===== src/rtl/vga_timing_gen.sv =====
// 640x480@60 raster timing for an ADV7123-style DAC.
// The returned RGB is aligned with the sync and blank outputs.
module vga_timing_gen #(
  parameter int H_ACTIVE = 640,
  parameter int H_FP     = 16,
  parameter int H_SYNC   = 96,
  parameter int H_BP     = 48,
  parameter int V_ACTIVE = 480,
  parameter int V_FP     = 10,
  parameter int V_SYNC   = 2,
  parameter int V_BP     = 33,
  parameter int CLK_DIV  = 2,
  parameter int SYNC_DLY = 1
) (
  input  logic       clk,
  input  logic       rst,
  output logic [9:0] x,
  output logic [9:0] y,
  output logic       pix_tick,
  output logic       frame_start,
  input  logic [7:0] red_in,
  input  logic [7:0] green_in,
  input  logic [7:0] blue_in,
  output logic [7:0] vga_r,
  output logic [7:0] vga_g,
  output logic [7:0] vga_b,
  output logic       vga_hs,
  output logic       vga_vs,
  output logic       vga_blank_n,
  output logic       vga_sync_n,
  output logic       vga_clk
);

  localparam int H_TOTAL = H_ACTIVE + H_FP + H_SYNC + H_BP;
  localparam int V_TOTAL = V_ACTIVE + V_FP + V_SYNC + V_BP;
  localparam int DW      = $clog2(CLK_DIV);

  localparam logic [DW-1:0] DIV_LAST = DW'(CLK_DIV - 1);
  localparam logic [DW-1:0] DIV_HALF = DW'(CLK_DIV / 2);

  localparam logic [9:0] H_LAST = 10'(H_TOTAL - 1);
  localparam logic [9:0] V_LAST = 10'(V_TOTAL - 1);
  localparam logic [9:0] H_ACT  = 10'(H_ACTIVE);
  localparam logic [9:0] V_ACT  = 10'(V_ACTIVE);
  localparam logic [9:0] HS_BEG = 10'(H_ACTIVE + H_FP);
  localparam logic [9:0] HS_END = 10'(H_ACTIVE + H_FP + H_SYNC);
  localparam logic [9:0] VS_BEG = 10'(V_ACTIVE + V_FP);
  localparam logic [9:0] VS_END = 10'(V_ACTIVE + V_FP + V_SYNC);

  logic [DW-1:0] div_cnt_q, div_cnt_d;
  logic          pix_tick_q, pix_tick_d;
  logic          vga_clk_q, vga_clk_d;
  logic [9:0]    h_cnt_q, h_cnt_d;
  logic [9:0]    v_cnt_q, v_cnt_d;
  logic          hs_q, hs_d;
  logic          vs_q, vs_d;
  logic          blank_n_q, blank_n_d;
  logic [7:0]    r_q, r_d;
  logic [7:0]    g_q, g_d;
  logic [7:0]    b_q, b_d;

  logic          h_last, v_last;
  logic [2:0]    raw;
  logic [2:0]    tap;

  assign h_last = (h_cnt_q == H_LAST);
  assign v_last = (v_cnt_q == V_LAST);

  always_comb begin
    div_cnt_d  = (div_cnt_q == DIV_LAST) ?
                 '0 : div_cnt_q + DW'(1);
    pix_tick_d = (div_cnt_q == DIV_LAST);
    // registered so its rising edge sits mid-pixel
    vga_clk_d  = (div_cnt_q >= DIV_HALF);
  end

  always_comb begin
    h_cnt_d = h_cnt_q;
    v_cnt_d = v_cnt_q;
    if (pix_tick_q) begin
      if (h_last) begin
        h_cnt_d = '0;
        v_cnt_d = v_last ? '0 : v_cnt_q + 10'd1;
      end else begin
        h_cnt_d = h_cnt_q + 10'd1;
      end
    end
  end

  // {hs, vs, active} for the pixel at (h_cnt, v_cnt)
  always_comb begin
    raw[2] = !((h_cnt_q >= HS_BEG) && (h_cnt_q < HS_END));
    raw[1] = !((v_cnt_q >= VS_BEG) && (v_cnt_q < VS_END));
    raw[0] = (h_cnt_q < H_ACT) && (v_cnt_q < V_ACT);
  end

  // the output registers are the last delay stage
  if (SYNC_DLY == 1) begin : g_nodly
    assign tap = raw;
  end else begin : g_dly
    logic [2:0] dly_q [SYNC_DLY-1];
    logic [2:0] dly_d [SYNC_DLY-1];

    always_comb begin
      for (int i = 0; i < SYNC_DLY - 1; i++) begin
        dly_d[i] = dly_q[i];
      end
      if (pix_tick_q) begin
        dly_d[0] = raw;
        for (int i = 1; i < SYNC_DLY - 1; i++) begin
          dly_d[i] = dly_q[i-1];
        end
      end
    end

    always_ff @(posedge clk or posedge rst) begin
      if (rst) begin
        for (int i = 0; i < SYNC_DLY - 1; i++) begin
          dly_q[i] <= 3'b110;
        end
      end else begin
        for (int i = 0; i < SYNC_DLY - 1; i++) begin
          dly_q[i] <= dly_d[i];
        end
      end
    end

    assign tap = dly_q[SYNC_DLY-2];
  end

  always_comb begin
    hs_d      = hs_q;
    vs_d      = vs_q;
    blank_n_d = blank_n_q;
    r_d       = r_q;
    g_d       = g_q;
    b_d       = b_q;
    if (pix_tick_q) begin
      hs_d      = tap[2];
      vs_d      = tap[1];
      blank_n_d = tap[0];
      r_d       = tap[0] ? red_in   : 8'd0;
      g_d       = tap[0] ? green_in : 8'd0;
      b_d       = tap[0] ? blue_in  : 8'd0;
    end
  end

  always_ff @(posedge clk or posedge rst) begin
    if (rst) begin
      div_cnt_q  <= '0;
      pix_tick_q <= 1'b0;
      vga_clk_q  <= 1'b0;
      h_cnt_q    <= '0;
      v_cnt_q    <= '0;
      hs_q       <= 1'b1;
      vs_q       <= 1'b1;
      blank_n_q  <= 1'b0;
      r_q        <= '0;
      g_q        <= '0;
      b_q        <= '0;
    end else begin
      div_cnt_q  <= div_cnt_d;
      pix_tick_q <= pix_tick_d;
      vga_clk_q  <= vga_clk_d;
      h_cnt_q    <= h_cnt_d;
      v_cnt_q    <= v_cnt_d;
      hs_q       <= hs_d;
      vs_q       <= vs_d;
      blank_n_q  <= blank_n_d;
      r_q        <= r_d;
      g_q        <= g_d;
      b_q        <= b_d;
    end
  end

  assign x           = h_cnt_q;
  assign y           = v_cnt_q;
  assign pix_tick    = pix_tick_q;
  assign frame_start = pix_tick_q && h_last && v_last;
  assign vga_r       = r_q;
  assign vga_g       = g_q;
  assign vga_b       = b_q;
  assign vga_hs      = hs_q;
  assign vga_vs      = vs_q;
  assign vga_blank_n = blank_n_q;
  assign vga_sync_n  = 1'b0;
  assign vga_clk     = vga_clk_q;

endmodule


===== config.mk =====
export PLATFORM = sky130hd
export DESIGN_NAME = vga_timing_gen
export DESIGN_NICKNAME = d
export VERILOG_FILES = /design/src/rtl/vga_timing_gen.sv
export SDC_FILE = /design/constraint.sdc
export NUM_CORES = 1
export LEC_CHECK = 0
export ABC_AREA = 1
export CAP_MARGIN = 20
export CORE_ASPECT_RATIO = 1.4
export CORE_UTILIZATION = 40
export CTS_BUF_LIST = sky130_fd_sc_hd__clkbuf_8
export CTS_CLUSTER_SIZE = 30
export DETAILED_ROUTE_END_ITERATION = 8
export PLACE_DENSITY_LB_ADDON = 0.08
export SLEW_MARGIN = 30
export SYNTH_ARGS = -nofsm -noshare
export SYNTH_HDL_FRONTEND = slang
export SYNTH_SLANG_ARGS = --single-unit

===== constraint.sdc =====
create_clock -name clk -period 3.85 [get_ports clk]
set_clock_uncertainty 0.2 [all_clocks]
set_input_delay 0.77 -clock clk [delete_from_list [all_inputs] [get_ports clk]]
set_output_delay 0.77 -clock clk [all_outputs]
set_load 0.005 [all_outputs]

==> results by group, run 1 <==
Setup path
  • Crit path launch type: register
  • R2R Path End: vga_blank_n$_DFFE_PP0P_
  • WP data required: ~2900 ps
  • FF-to-FF Start: y[9]$_DFFE_PP0P_
  • CP endpoint kind: primary output
  • Worst Path Max Fanout: 17
  • Crit-path slowest cell: clkdlybuf4s50_1
  • Largest stage delay on the critical path: approximately 500 ps
  • WS Path Type: reg -> out
  • R2r setup slk: 1930 ps
  • CP arrival: about 2300 ps
  • Worst Setup SP: x[0]$_DFFE_PP0P_
  • R2R depth: 3
  • Crit path cell chain: ha_1 -> nand4_1 -> nor2_4 -> inv_2 -> nor2_1 -> clkdlybuf4s50_1

Timing
  • Max_slew headroom: a little over half
  • Unrepaired setup endpoints after global routing: no
  • Worst Tran Pin Value: roughly 710 ps
  • Period minus WS final: between 3000 and 4000 ps
  • Final setup fails: 0
  • Slew Limit Fails: 0
  • Setup TNS: 0 ps
  • Fmax: roughly 0.3 GHz
  • Crit share post-route: between 80% and 90%
  • Number of hold violations in the final report: 0

Final layout
  • Layout cells sized above 1: 5.34%
  • Area Growth Syn to Fin: 36.5%
  • Final-stage net count: slightly below 400
  • Multi-input gate area: 952 sq um
  • ANT cells: 0
  • Non-filler instance count after layout: ~420
  • Register area: 1230 sq um
  • Fillers: between 500 and 600

Clocking
  • Post-CTS Hold Buffers: 0
  • Skew-Pair Late Insertion Delay: about 310 ps
  • CTS Buf Count: 5
  • Clock transition at the registers of the reported paths: roughly 90 ps
  • H-tree lvl count: 2
  • Setup bufs post-CTS: 0
  • Post-cts sizing count: 0
  • Root Driver: clkbuf_8
  • CTS tree: yes
  • Bufs on Longest Clock Path: 2
  • Clk sinks: 49

Power and ir drop
  • Clock Power Share: between 30% and 40%
  • Leakage: ~1.5 nW
  • Psw: approximately 0.00021 W
  • Reg power frac: between 50% and 60%
  • Pwr Density: about 280 nW/um^2
  • Switch share: between 20% and 30%
  • Pint: about 0.00070 W
  • Comb pwr share: 8.1%
  • Max rail drop VDD: roughly 0.17 mV

Synth
  • Mapped Area: 2350 sq um
  • Adder-cell share of the synthesized area: under 10%
  • Sequential area share after synthesis: a little over half
  • Synth unique cells: 30
  • Multiplexer area fraction after synthesis: 0%
  • Compound-Gate Fraction of Synth Area: between 3 and 4%
  • Top-area cell type share of the netlist area: 50.1%
  • Yosys top cell by area: dfrtp_1
  • XOR/XNOR Fraction of Synth Area: about 3.4%
  • Avg Cell Area, Syn: between 8 and 9 sq um
  • Main combinational cell family by area after synthesis: simple AND/OR/NAND/NOR gates
  • Cells after Synth: approximately 280
  • Synth Register Bits: just under 50
  • Syn nets: about 320
  • Simple-Gate Fraction of Synth Area: slightly above 30%
  • Warnings from Yosys: 0
  • Largest cells by area after synthesis: dfrtp_1 50%, nand2_1 14%, nand3_1 7.5%

Route
  • DRT Pass-1 Iters: 4
  • Initial DRC Count: between 70 and 80
  • Via-per-instance ratio: about 4.8
  • DR WL/cell: between 10 and 15 um
  • Post-Route WL: approximately 5500 um
  • DRC violations left: 0
  • DR vias: roughly 2000
  • DRT antenna net count: 0

Floorplanning
  • Row count: 32
  • Ports: 77
  • Initial core utilization: roughly 42%
  • Die Height: about 90 um
  • Die Area: roughly 6200 sq um
  • Core region area: between 5000 and 6000 sq um
  • Die Span X: 66.8 um

Job
  • Max_cap viols: 0

Global route
  • Antenna violations before repair: 0
  • All-layer global routing usage: between 20% and 30%
  • First-pass GRT wire length: around 9500 um
  • Gr ovfl total: 0
  • Vias in the first global route: 1985
  • Largest net degree at the start of global routing: 50

Run status
  • Status: finished, final reports clean

Placed design
  • GP Congestion: a little over 0.8
  • IO Port Bufs: 75
  • Final HPWL DP: between 3000 and 4000 um
  • Dpl cells: 416

Min path
  • Worst hold endpoint: pix_tick$_DFF_PP0_
  • Min-delay src: div_cnt_q$_DFF_PP0_
  • Worst hold stages: 0
  • Min-Delay Path Class: reg -> reg
==> power groups by stage <==
stage	clock network, W	logic, W	registers, W
5_1_grt	0.000328	0.0000826	0.000536
2_1_floorplan	0	0.0000184	0.000545
6_report	0.000302	0.0000738	0.000534
3_5_place_dp	0	0.0000757	0.000544
4_1_cts	0.000313	0.0000757	0.000535
3_3_place_gp	0	0.0000748	0.000544
==> how the worst max path moves through the flow <==
| stage | end | slack, ps | cells past startpoint |
|---|---|---|---|
| 2_1_floorplan | div_cnt_q$_DFF_PP0_ | 1710 | 1 |
| 3_3_place_gp | frame_start | 980 | 5 |
| 3_5_place_dp | frame_start | 940 | 5 |
| 4_1_cts | frame_start | 590 | 5 |
| 5_1_grt | frame_start | 390 | 5 |
| 6_report | frame_start | 610 | 6 |
==> cells in the mapped netlist (all sizes together) <==
library cell	instances
a21oi	3
a22o	1
buf	8
clkbuf	3
clkinv	1
conb	1
dfrtp	47
dfstp	2
ha	5
inv	27
nand2	86
nand3	36
nand3b	1
nand4	6
nor2	33
nor3	5
nor3b	1
o21ai	8
o22ai	1
xnor2	3
xor2	6
==> flip-flops by register name (all words and copies together), names as in the netlist <==
name	cells
div_cnt_q	1
vga_vs	1
vga_b	8
x	10
vga_hs	1
vga_g	8
vga_r	8
vga_blank_n	1
pix_tick	1
y	10
==> cell usage in the layout (no fill, tap or decap) <==
cell,instances
nand2_1,86
clkdlybuf4s50_1,75
dfrtp_1,47
nand3_1,35
nor2_1,31
inv_1,23
xor2_1,6
nand4_1,5
nor3_1,5
ha_1,5
clkbuf_8,5
inv_2,4
o21ai_1,4
o21ai_0,4
xnor2_1,3
a21oi_1,2
clkinv_2,2
dfstp_2,2
a21oi_4,1
nand4_2,1
clkinv_1,1
nand3_2,1
nor2_4,1
nand3b_1,1
inv_4,1
a22o_1,1
o22ai_1,1
nor2_2,1
nor3b_1,1
conb_1,1
==> through the flow <==
step	util (%)	cell area (sq um)	power, W	hold slack (ps)	setup WS, ps
finish	57.6	3210	0.000911	204	610
CTS	57.6	3210	0.000924	209	588
global route	57.6	3210	0.000947	214	385
detailed placement	56.1	3120	0.000619	184	940
floorplan	-	2350	0.000563	154	1710
global placement	56.0	3110	0.000619	162	983
==> kinds of logic after synthesis <==
family / Yosys count
and+or+nand+nor: 168
DFF: 49
buffers and inverters: 39
AOI/OAI and AO/OA: 13
xor gates and xnor gates: 9
adders and majority gates: 5
other: 1
==> worst max-delay path, delay by kind of cell (launching register included) <==
family / cells / cell delay (ps)
adders and majority gates: 1 / 220
buffers and inverters: 2 / 660
DFF: 1 / 420
and+or+nand+nor: 3 / 670
==> metal layers <==
metal / part of all wire (%) / track usage, % / vias up
met4: 1.5 / 6.91 / 0
met2: 50 / 33.6 / 64
met3: 6.0 / 4.68 / 6
met1: 42 / 25.1 / 949
li1: - / - / 1029
met5: 0 / 0 / -
==> layout make-up <==
class | instances | share of cell area (%)
Clock buffer | 5 | 2.15
Clock inverter | 3 | 0.429
Inverter | 28 | 3.36
Multi-Input combinational cell | 196 | 29.7
Sequential cell | 49 | 38.3
Tap cell | 68 | 2.65
Timing Repair Buffer | 75 | 23.4
Power figures use the tool's default switching activity.
==> run 2: changes to the inputs <==
==> constraint.sdc (replaced) <==
create_clock -name clk -period 2.85 [get_ports clk]
set_clock_uncertainty 0.2 [all_clocks]
set_input_delay 0.57 -clock clk [delete_from_list [all_inputs] [get_ports clk]]
set_output_delay 0.57 -clock clk [all_outputs]
set_load 0.005 [all_outputs]
==> results by group, run 2 (synthesized netlist as in run 1, its figures left out) <==
Run status
  • Status: finished, final reports clean

Setup path
  • R2R Path End: y[5]$_DFFE_PP0P_
  • Crit path launch type: register
  • Crit path max-delay family: buffers and inverters
  • R2r setup slk: ~1200 ps
  • Crit path cell chain: inv_1 -> ha_1 -> inv_1 -> nor3_2 -> nand4_1 -> nor2_1 -> clkdlybuf4s50_1
  • WS Path Type: reg -> out
  • WP data required: roughly 2100 ps
  • Largest stage delay on the critical path: around 500 ps
  • R2R depth: 6
  • Buf/Inv on CP: 3
  • CP arrival: about 1900 ps
  • CP dominant cell by count: inv_1
  • Crit-path slowest cell: clkdlybuf4s50_1
  • Worst Path Max Fanout: 5
  • CP endpoint kind: primary output
  • FF-to-FF Start: x[1]$_DFFE_PP0P_

Placed design
  • Final HPWL DP: between 3000 and 4000 um
  • IO Port Bufs: between 70 and 80
  • GP Congestion: approximately 0.79
  • Placement Setup Slack: between 400 and 500 ps

Global route
  • Met1 global-route usage: 25.2%
  • Vias in the first global route: around 2000
  • Busiest layer in global routing: met2
  • All-layer global routing usage: approximately a fifth
  • First-pass GRT wire length: ~9400 um
  • M2 GR Usage: 32.2%
  • Gr ovfl total: 0
  • Largest net degree at the start of global routing: 50
  • GR Layer Usage met3: under 10%
  • Antenna violations before repair: 0

Floorplanning
  • Row count: 32
  • Die Span X: about 67 um
  • Core region area: 5570 sq um
  • Initial core utilization: between 40% and 50%
  • Ports: between 70 and 80
  • Die Height: 92.7 um
  • Die Area: roughly 6200 sq um

Route
  • DRT antenna net count: 0
  • DR WL/cell: 12.6 um
  • Post-Route WL: 5430 um
  • DRT Pass-1 Iters: 4
  • DR vias: between 2000 and 2500
  • DRC violations left: 0
  • Via-per-instance ratio: slightly below 5
  • Initial DRC Count: 96

Timing
  • Number of hold violations in the final report: 0
  • Slew Limit Fails: 0
  • WHS: roughly 180 ps
  • Unrepaired setup endpoints after global routing: no
  • Max_slew headroom: 57.8%
  • Worst Tran Pin Value: about 630 ps
  • Crit share post-route: between 90% and 100%
  • Fin worst setup slack: about 160 ps
  • Final setup fails: 0
  • Setup TNS: 0 ps
  • Period minus WS final: approximately 2700 ps
  • Fmax: 0.371 GHz

Final layout
  • ANT cells: 0
  • Leading cell type in the layout, fill and taps excluded: nand2_1
  • Commonest cells after routing, fill and taps aside: 86 x nand2_1, 75 x clkdlybuf4s50_1, 47 x dfrtp_1
  • Layout cells sized above 1: about 6.6%
  • Area Growth Syn to Fin: 38.3%
  • Final-stage net count: ~400

Clocking
  • Bufs on Longest Clock Path: 2
  • Post-CTS Hold Buffers: 0
  • Root Driver: clkbuf_8
  • Clk sinks: a little under 50
  • CTS tree: yes
  • Clock transition at the registers of the reported paths: around 90 ps
  • CTS Buf Count: 5
  • H-tree lvl count: 2
  • Skew-Pair Late Insertion Delay: 300 ps

Min path
  • Worst hold stages: 0
  • Min-delay src: div_cnt_q$_DFF_PP0_
  • Worst hold endpoint: pix_tick$_DFF_PP0_
  • Min-Delay Path Class: reg -> reg

Power and ir drop
  • Switch share: a little over a fifth
  • Pint: 0.000970 W
  • Psw: around 0.00027 W
  • Max rail drop VDD: 0.217 mV
  • Reg power frac: around three fifths
  • Clock Power Share: 33.7%
  • Comb pwr share: slightly above 8%
  • Pwr Density: around 380 nW/um^2
  • Leakage: about 1.5 nW

Job
  • Max_cap viols: 0
-- run 2: layout make-up --
type / count / area [sq um]
well taps: 68 / 85.1
multi-input cells: 196 / 950
clock buffers: 6 / 82.6
clock inverters: 2 / 7.51
inverters: 28 / 105
fillers: 516 / 2320
flip-flops and latches: 49 / 1230
repair buffers: 80 / 788
-- run 2: worst max path at each step --
stage | to | cells after the start | startpoint | slack [ps]
2_1_floorplan | div_cnt_q$_DFF_PP0_ | 1 | rst | 910
3_3_place_gp | frame_start | 7 | y[0]$_DFFE_PP0P_ | 480
3_5_place_dp | frame_start | 7 | y[0]$_DFFE_PP0P_ | 410
4_1_cts | frame_start | 7 | y[0]$_DFFE_PP0P_ | 70
5_1_grt | frame_start | 6 | x[1]$_DFFE_PP0P_ | 3
6_report | frame_start | 7 | y[0]$_DFFE_PP0P_ | 160
-- run 2: routing by layer --
metal  up-vias  routed length [um]
met5         -                   0
met4         0                  51
met3         5                 306
met2        54                2640
met1       962                2430
li1       1041                   -
-- run 2: per-stage QoR --
| stage | instance area, sq um | std cells | utilization [%] | total power, W |
|---|---|---|---|---|
| finish | 3250 | 429 | 58.3 | 0.00124 |
| global route | 3250 | 429 | 58.3 | 0.00130 |
| CTS | 3240 | 429 | 58.3 | 0.00126 |
| detailed placement | 3150 | 421 | 56.6 | 0.000838 |
| global placement | 3150 | 421 | 56.6 | 0.000837 |
| floorplan | 2350 | 284 | - | 0.000761 |
-- run 2: power groups by stage --
| stage | Combinational [W] | Clock [W] | Sequential (W) |
|---|---|---|---|
| 2_1_floorplan | 0.0000249 | 0 | 0.000736 |
| 3_3_place_gp | 0.000102 | 0 | 0.000735 |
| 3_5_place_dp | 0.000104 | 0 | 0.000735 |
| 4_1_cts | 0.000103 | 0.000439 | 0.000722 |
| 5_1_grt | 0.000113 | 0.000464 | 0.000724 |
| 6_report | 0.000101 | 0.000419 | 0.000722 |
-- run 2: repair_timing --
item	CTS	global route
endpoints found under the setup margin	0	1
gates resized for setup	0	1
buffers inserted	0	0
